**src/rtl/tlb_req_arbiter.sv**
```systemverilog
// TLB request arbiter: serialises IFU/LSU lookups, flushes and PTW
// updates onto a single-ported TLB and keeps hit/miss statistics.
module tlb_req_arbiter #(
    parameter int ASID_W    = 16,
    parameter int VLEN      = 39,
    parameter int CONTENT_W = 66,
    parameter int UPD_W     = 128
) (
    input  logic                      clk_i,
    input  logic                      rst_i,
    input  logic [1:0]                lu_valid_i,
    output logic [1:0]                lu_ready_o,
    input  logic [1:0][ASID_W-1:0]    lu_asid_i,
    input  logic [1:0][VLEN-1:0]      lu_vaddr_i,
    output logic                      resp_valid_o,
    input  logic                      resp_ready_i,
    output logic                      resp_id_o,
    output logic                      resp_hit_o,
    output logic [CONTENT_W-1:0]      resp_content_o,
    input  logic                      flush_valid_i,
    output logic                      flush_ready_o,
    input  logic [ASID_W-1:0]         flush_asid_i,
    input  logic [VLEN-1:0]           flush_vaddr_i,
    input  logic                      upd_valid_i,
    output logic                      upd_ready_o,
    input  logic [UPD_W-1:0]          upd_data_i,
    output logic                      tlb_lu_access_o,
    output logic [ASID_W-1:0]         tlb_lu_asid_o,
    output logic [VLEN-1:0]           tlb_lu_vaddr_o,
    input  logic                      tlb_lu_hit_i,
    input  logic [CONTENT_W-1:0]      tlb_lu_content_i,
    output logic                      tlb_flush_o,
    output logic [ASID_W-1:0]         tlb_flush_asid_o,
    output logic [VLEN-1:0]           tlb_flush_vaddr_o,
    output logic                      tlb_upd_valid_o,
    output logic [UPD_W-1:0]          tlb_upd_data_o,
    output logic [31:0]               hit_cnt_o,
    output logic [31:0]               miss_cnt_o
);

    typedef enum logic [1:0] {
        IDLE,
        LOOKUP,
        RESP,
        MAINT
    } state_e;

    state_e                 state_q, state_d;
    logic                   last_q, last_d;
    logic                   id_q;
    logic [ASID_W-1:0]      asid_q;
    logic [VLEN-1:0]        vaddr_q;
    logic                   hit_q;
    logic [CONTENT_W-1:0]   content_q;
    logic                   is_flush_q;
    logic [ASID_W-1:0]      flush_asid_q;
    logic [VLEN-1:0]        flush_vaddr_q;
    logic [UPD_W-1:0]       upd_data_q;
    logic [31:0]            hit_cnt_q, hit_cnt_d;
    logic [31:0]            miss_cnt_q, miss_cnt_d;

    logic idle;
    logic gnt;
    logic flush_fire;
    logic upd_fire;
    logic lu_fire;

    assign idle       = (state_q == IDLE);
    assign flush_fire = idle & flush_valid_i;
    assign upd_fire   = idle & ~flush_valid_i & upd_valid_i;
    assign lu_fire    = idle & ~flush_valid_i & ~upd_valid_i & (|lu_valid_i);

    // Round-robin pick: the requester not served last wins a tie.
    always_comb begin
        gnt = 1'b0;
        if (&lu_valid_i) begin
            gnt = ~last_q;
        end else if (lu_valid_i[0]) begin
            gnt = 1'b0;
        end else begin
            gnt = 1'b1;
        end
    end

    assign flush_ready_o = idle;
    assign upd_ready_o   = idle & ~flush_valid_i;
    assign lu_ready_o    = lu_fire ? (gnt ? 2'b10 : 2'b01) : 2'b00;

    // Next-state and round-robin pointer update.
    always_comb begin
        state_d = state_q;
        last_d  = last_q;
        unique case (state_q)
            IDLE: begin
                if (flush_fire || upd_fire) begin
                    state_d = MAINT;
                end else if (lu_fire) begin
                    state_d = LOOKUP;
                    last_d  = gnt;
                end
            end
            LOOKUP: state_d = RESP;
            RESP: begin
                if (resp_ready_i) begin
                    state_d = IDLE;
                end
            end
            MAINT: state_d = IDLE;
            default: state_d = IDLE;
        endcase
    end

    // State register; pointer resets to favour requester 0.
    always_ff @(posedge clk_i) begin
        if (rst_i) begin
            state_q <= IDLE;
            last_q  <= 1'b1;
        end else begin
            state_q <= state_d;
            last_q  <= last_d;
        end
    end

    // Operand capture on handshakes and result capture in LOOKUP.
    always_ff @(posedge clk_i) begin
        if (rst_i) begin
            id_q          <= 1'b0;
            asid_q        <= '0;
            vaddr_q       <= '0;
            hit_q         <= 1'b0;
            content_q     <= '0;
            is_flush_q    <= 1'b0;
            flush_asid_q  <= '0;
            flush_vaddr_q <= '0;
            upd_data_q    <= '0;
        end else begin
            if (lu_fire) begin
                id_q    <= gnt;
                asid_q  <= lu_asid_i[gnt];
                vaddr_q <= lu_vaddr_i[gnt];
            end
            if (state_q == LOOKUP) begin
                hit_q     <= tlb_lu_hit_i;
                content_q <= tlb_lu_content_i;
            end
            if (flush_fire) begin
                is_flush_q    <= 1'b1;
                flush_asid_q  <= flush_asid_i;
                flush_vaddr_q <= flush_vaddr_i;
            end else if (upd_fire) begin
                is_flush_q <= 1'b0;
                upd_data_q <= upd_data_i;
            end
        end
    end

    // Saturating statistics, bumped on the captured lookup result.
    always_comb begin
        hit_cnt_d  = hit_cnt_q;
        miss_cnt_d = miss_cnt_q;
        if (state_q == LOOKUP) begin
            if (tlb_lu_hit_i && (hit_cnt_q != 32'hFFFF_FFFF)) begin
                hit_cnt_d = hit_cnt_q + 32'd1;
            end
            if (!tlb_lu_hit_i && (miss_cnt_q != 32'hFFFF_FFFF)) begin
                miss_cnt_d = miss_cnt_q + 32'd1;
            end
        end
    end

    // Counter registers.
    always_ff @(posedge clk_i) begin
        if (rst_i) begin
            hit_cnt_q  <= '0;
            miss_cnt_q <= '0;
        end else begin
            hit_cnt_q  <= hit_cnt_d;
            miss_cnt_q <= miss_cnt_d;
        end
    end

    assign tlb_lu_access_o   = (state_q == LOOKUP) & ~rst_i;
    assign tlb_lu_asid_o     = asid_q;
    assign tlb_lu_vaddr_o    = vaddr_q;
    assign tlb_flush_o       = (state_q == MAINT) & is_flush_q & ~rst_i;
    assign tlb_flush_asid_o  = flush_asid_q;
    assign tlb_flush_vaddr_o = flush_vaddr_q;
    assign tlb_upd_valid_o   = (state_q == MAINT) & ~is_flush_q & ~rst_i;
    assign tlb_upd_data_o    = upd_data_q;

    assign resp_valid_o   = (state_q == RESP) & ~rst_i;
    assign resp_id_o      = id_q;
    assign resp_hit_o     = hit_q;
    assign resp_content_o = hit_q ? content_q : '0;

    assign hit_cnt_o  = hit_cnt_q;
    assign miss_cnt_o = miss_cnt_q;

endmodule

```
**config.mk**
```make
export PLATFORM = sky130hd
export DESIGN_NAME = tlb_req_arbiter
export DESIGN_NICKNAME = d
export VERILOG_FILES = /design/src/rtl/tlb_req_arbiter.sv
export SDC_FILE = /design/constraint.sdc
export NUM_CORES = 1
export LEC_CHECK = 0
export BUFFER_PORTS_ARGS = -buffer_cell sky130_fd_sc_hd__buf_4
export CORE_AREA = 2 2 288 290
export DETAILED_ROUTE_END_ITERATION = 8
export DIE_AREA = 0 0 290 292
export PLACE_DENSITY_LB_ADDON = 0.12
export SYNTH_ARGS = -nofsm -noshare
export SYNTH_HDL_FRONTEND = slang
export SYNTH_SLANG_ARGS = --single-unit
```
**constraint.sdc**
```tcl
create_clock -name clk_i -period 2.1 [get_ports clk_i]
set_input_delay 0.21 -clock clk_i [delete_from_list [all_inputs] [get_ports clk_i]]
set_output_delay 0.21 -clock clk_i [all_outputs]
set_load 0.02 [all_outputs]
```
### Word-level counts from Yosys, hierarchy flattened

Cells that the tools add are included.

* logic and storage cells: 69
* output and inout bits: 378
* flip-flop bits (word level): 374
* input port bits: 367

* bitwise logic cells: 18
* add/sub/neg operators: 2
* equal/unequal tests: 7
* reductions and logical operators: 13
* mux-type cells: 15
* $lt $le $gt $ge: 1

Operators with widths (number)
* $mux W39: 2
* $mux W66: 1
* $add A32 B1 Y32 const B: 2
* $ne A32 B32 Y1 const B: 2
* $mux W16: 2
* $and A1 B1 Y1: 11
* $mux W2: 5
* $reduce_and A2 Y1: 5
* $pmux W2 S4: 1
* $not A1 Y1: 7
* $eq A2 B2 Y1 const B: 2
* $mux W1: 4
* $ne A3 B1 Y1 const B: 1
* $reduce_and A3 Y1: 1
* $eq A2 B1 Y1 const B: 1
* $logic_and A1 B1 Y1: 2
* $logic_not A2 Y1: 1
* $lt A1 B2 Y1 const B: 1
* $ne A2 B2 Y1 const B: 1
* $reduce_bool A2 Y1: 1
* $reduce_or A2 Y1: 1
* $logic_not A1 Y1: 1
* $logic_or A1 B1 Y1: 1

### Longest topological paths before layout

* depth in word-level cells: 7
* gate-level depth with buffers: 9
* mapped depth without buffers: 6

### Worst setup path before layout

OpenSTA, ideal clock, no wires.

* kind: register to register
* start: register miss_cnt_q[16] (netlist: miss_cnt_o[16])
* end: register miss_cnt_q[24] (netlist: miss_cnt_o[24])
* buffers on the path: 1
* cell stages (with the launch flop): 7
* clock period less this slack: 2.119 ns
* slack: -0.019 ns
* library setup time: 0.123 ns
* data arrival time: 1.996 ns
* cell sequence: dfxtp_1 > nand4_1 > or4_4 > o211ai_2 > buf_6 > nor4_1 > mux2_1

* word-level cells in the longest chain between the ends: 3
* elaborated cells on any way between the ends: 4
* those cells by class: 1 x add/sub; 1 x eq/ne; 2 x reduce/logical

Ends and longest elaborated chain
* start, declared: RTL line 60 `logic [31:0] miss_cnt_q, miss_cnt_d;`
* start signal, assigned: RTL line 178 `miss_cnt_q <= miss_cnt_d;`
* parallel branches: the longest is 3 deep, another holds $add A32 B1 Y32

Parallel ways; which one is timed is not known.
A chain may end at the register's enable or synchronous reset.

### Worst setup path after layout

* start: register miss_cnt_q[1] (netlist: miss_cnt_o[1])
* end: register miss_cnt_q[15] (netlist: miss_cnt_o[15])

The elaborated chain is that of the path after synthesis.

==> impl_metrics.env <==
export IMPL_status="finished, final reports clean"
export IMPL_p_leak_nw=11.5
export IMPL_place_gp_congestion=0.783
export IMPL_fp_row_count=105
export IMPL_synth_main_ff_cell="dfxtp_1"
export IMPL_cts_root_buffer="clkbuf_16"
export IMPL_r2r_start="miss_cnt_o[1]"
export IMPL_p_sw_frac=0.260
export IMPL_hold_viol=0
export IMPL_p_sw_mw=4.89
export IMPL_first_pass_iters=6
export IMPL_ys_top_cells_by_count="527 x nand2_1, 374 x dfxtp_1, 285 x a21oi_1"
export IMPL_reg2reg_to="miss_cnt_o[15]"
export IMPL_synthTopCellsByArea="dfxtp_1 52%, nand2_1 14%, a21oi_1 9.8%, a222oi_1 3.8%, and2_1 2.9%"
export IMPL_cts_tree="done"
export IMPL_synthCells=1773
export IMPL_fp_dieH_um=292
export IMPL_ys_ff_latch=374
export IMPL_dpl_worst_slack_ps=3.97
export IMPL_worst_pin_slew_ps=769
export IMPL_cp_slowest_cell="a2111oi_1"
export IMPL_maxCapViolations=0
export IMPL_grt_overflow=0
export IMPL_fin_crit_ps=2000
export IMPL_die_w_um=290
export IMPL_drc=0
export IMPL_clk_latency_ps=580
export IMPL_worstSetupStartpoint="miss_cnt_o[1]"
export IMPL_startpoint_type="flip-flop"
export IMPL_worst_slack_ps=102
export IMPL_cp_end_kind="flip-flop"
export IMPL_synthArstFlopShare=0
export IMPL_yosys_cell_types_count=61
export IMPL_clkPwrFrac=0.442
export IMPL_antenna_found_initial=3
export IMPL_initial_core_util=0.178
export IMPL_nets=3290
export IMPL_critPathMaxStageDelay_ps=500
export IMPL_drive_gt1_frac=0.336
export IMPL_yosysWarnings=0
export IMPL_max_vdd_ir_drop_uv=492
export IMPL_syn_to_final_growth_pct=88.3
export IMPL_syn_area_per_cell_um2=8.18
export IMPL_io_buffers=744
export IMPL_ant_nets=0
export IMPL_combPwrFrac=0.156
export IMPL_regToRegSetupSlack_ps=100
export IMPL_ios=745
export IMPL_fmax_mhz=501
export IMPL_core_area_um2=81600
export IMPL_rsz0062_at_grt="false"
export IMPL_synth_top_area_share=0.516
export IMPL_cts_buffers=49
export IMPL_drt_iter0_drc=793
export IMPL_finalCritPeriodShare=0.951
export IMPL_synth_largest_area_cell="dfxtp_1"
export IMPL_clock_sinks=374
export IMPL_hold_path_class="input pin to flip-flop"
export IMPL_grt_util_all_layers=0.156
export IMPL_critPathKind="flip-flop to flip-flop"
export IMPL_dp_cells=3570
export IMPL_synth_edf_count=0
export IMPL_via_count=17075
export IMPL_syn_area_um2=14500
export IMPL_dpl_hpwl_um=50600
export IMPL_critPathRequiredTime_ps=2540
export IMPL_yosysMostFrequentCell="nand2_1"
export IMPL_wirelength_um=69300
export IMPL_clock_path_buffers=3
export IMPL_setup_viol=0
export IMPL_slew_headroom=0.488
export IMPL_cp_max_fo=3
export IMPL_grt_pass1_vias=17584
export IMPL_grt_pass1_wl_um=104000
export IMPL_routed_via_density=4.24
export IMPL_internal_power_mw=13.9
export IMPL_synth_nets=2142
export IMPL_crit_chain="nand4b_1, or3_4, buf_4, a2111oi_1, xnor2_1, nor2_1"
export IMPL_cts_htree_levels=2
export IMPL_wire_per_inst_um=17.2
export IMPL_cp_endpoint="miss_cnt_o[15]"
export IMPL_r2r_cells=6
export IMPL_grt_max_degree=98
export IMPL_critPathArrivalTime_ps=2440
export IMPL_instances_no_fill=4024
export IMPL_p_per_area_nw_per_um2=688
export IMPL_timing_final_max_slew_violations=0
export IMPL_dieArea_um2=84700
export IMPL_ys_seq_area_frac=0.516
export IMPL_skew_ps=15.1
export IMPL_path_clk_slew_ps=60
export IMPL_seqPwrFrac=0.402
## layout make-up
cell class                 count  area (µm²)
antenna                        1        2.50
clock buffer                  74        1460
clock inverter                 9         108
fill                        8625       54300
inverter                      11        41.3
multi-input combinational   1255        6490
sequential                   374        7490
tap                         1070        1340
timing repair buffer        1230       10400
## placed cells by master, fill, tap and decap left out, drive strengths merged, types with 7 or more instances in the layout
| cell type | n |
|---|---|
| xnor2 | 7 |
| and2 | 69 |
| nor4 | 13 |
| and3 | 8 |
| buf | 869 |
| o31ai | 13 |
| or3 | 24 |
| a222oi | 55 |
| nand4 | 23 |
| nand3 | 22 |
| o21ai | 24 |
| inv | 13 |
| mux2 | 10 |
| nor3 | 8 |
| nor2 | 90 |
| nor2b | 12 |
| a21oi | 290 |
| dlygate4sd3 | 361 |
| nand2 | 527 |
| dfxtp | 374 |
| or4 | 14 |
| clkbuf | 74 |
## flip-flops by register name, summed over array words and instances (netlist names)
register           count
state_q                2
tlb_flush_asid_o      16
is_flush_q             1
tlb_lu_vaddr_o        39
resp_id_o              1
resp_hit_o             1
last_q                 1
content_q             66
miss_cnt_o            32
hit_cnt_o             32
tlb_flush_vaddr_o     39
tlb_upd_data_o       128
tlb_lu_asid_o         16
## power by group through the flow
stage,Sequential (mW),Combinational (mW),Clock (mW)
detailed placement,7.70,2.36,0
finish,7.56,2.93,8.30
floorplan,7.95,0.743,0
global route,7.59,3.17,8.93
CTS,7.56,2.97,8.68
global placement,7.70,2.35,0
## worst min path at each step
stage	slack (ps)	from	cells past startpoint	endpoint
after floorplan	350	tlb_lu_content_i[0]	2	content_q[0]
after global placement	440	content_q[1]	2	content_q[1]
after detailed placement	440	content_q[64]	2	content_q[64]
after CTS	30	rst_i	2	hit_cnt_o[12]
after global routing	70	rst_i	2	hit_cnt_o[12]
final	80	rst_i	2	hit_cnt_o[12]
## kinds of logic after synthesis
| family | share of synthesized area |
|---|---|
| buf+inv | 0.0416 |
| flops | 0.516 |
| xor+xnor | 0.00665 |
| compound gates | 0.170 |
| fa+ha+maj | 0.00173 |
| simple gates | 0.256 |
| mux | 0.00777 |
## routing by layer
metal / GRT usage / vias up / share of wire
met2: 0.284 / 552 / 0.51
met3: 0.0557 / 109 / 0.083
met4: 0.0457 / 2 / 0.027
met5: 0 / - / 0.00017
li1: - / 8372 / -
met1: 0.169 / 8040 / 0.38
## timing repair
item	4_1_cts	5_1_grt
hold endpoints to repair	306	0
setup endpoints to repair	5	13
pin swaps	6	6
hold buffers	361	0
gates cloned	0	0
gates resized for setup	8	9
setup buffers	9	2
## critical path, delay by kind of cell, from the launching register on
kind	cells	cell delay, ps
flops	1	360
xor+xnor	1	180
compound gates	1	500
simple gates	3	660
buf+inv	1	160
## metrics by stage
step | util | hold slack (ps) | setup TNS, ps | power [mW] | area [µm²]
detailed placement | 0.270 | 443 | 0 | 10.1 | 22000
CTS | 0.334 | 34.9 | 0 | 19.2 | 27300
global route | 0.335 | 72.6 | 0 | 19.7 | 27300
floorplan | - | 346 | 0 | 8.69 | 14500
finish | 0.335 | 77.9 | 0 | 18.8 | 27300
global placement | 0.270 | 438 | -2.43 | 10.0 | 22000
Power figures use the tool's default switching activity.
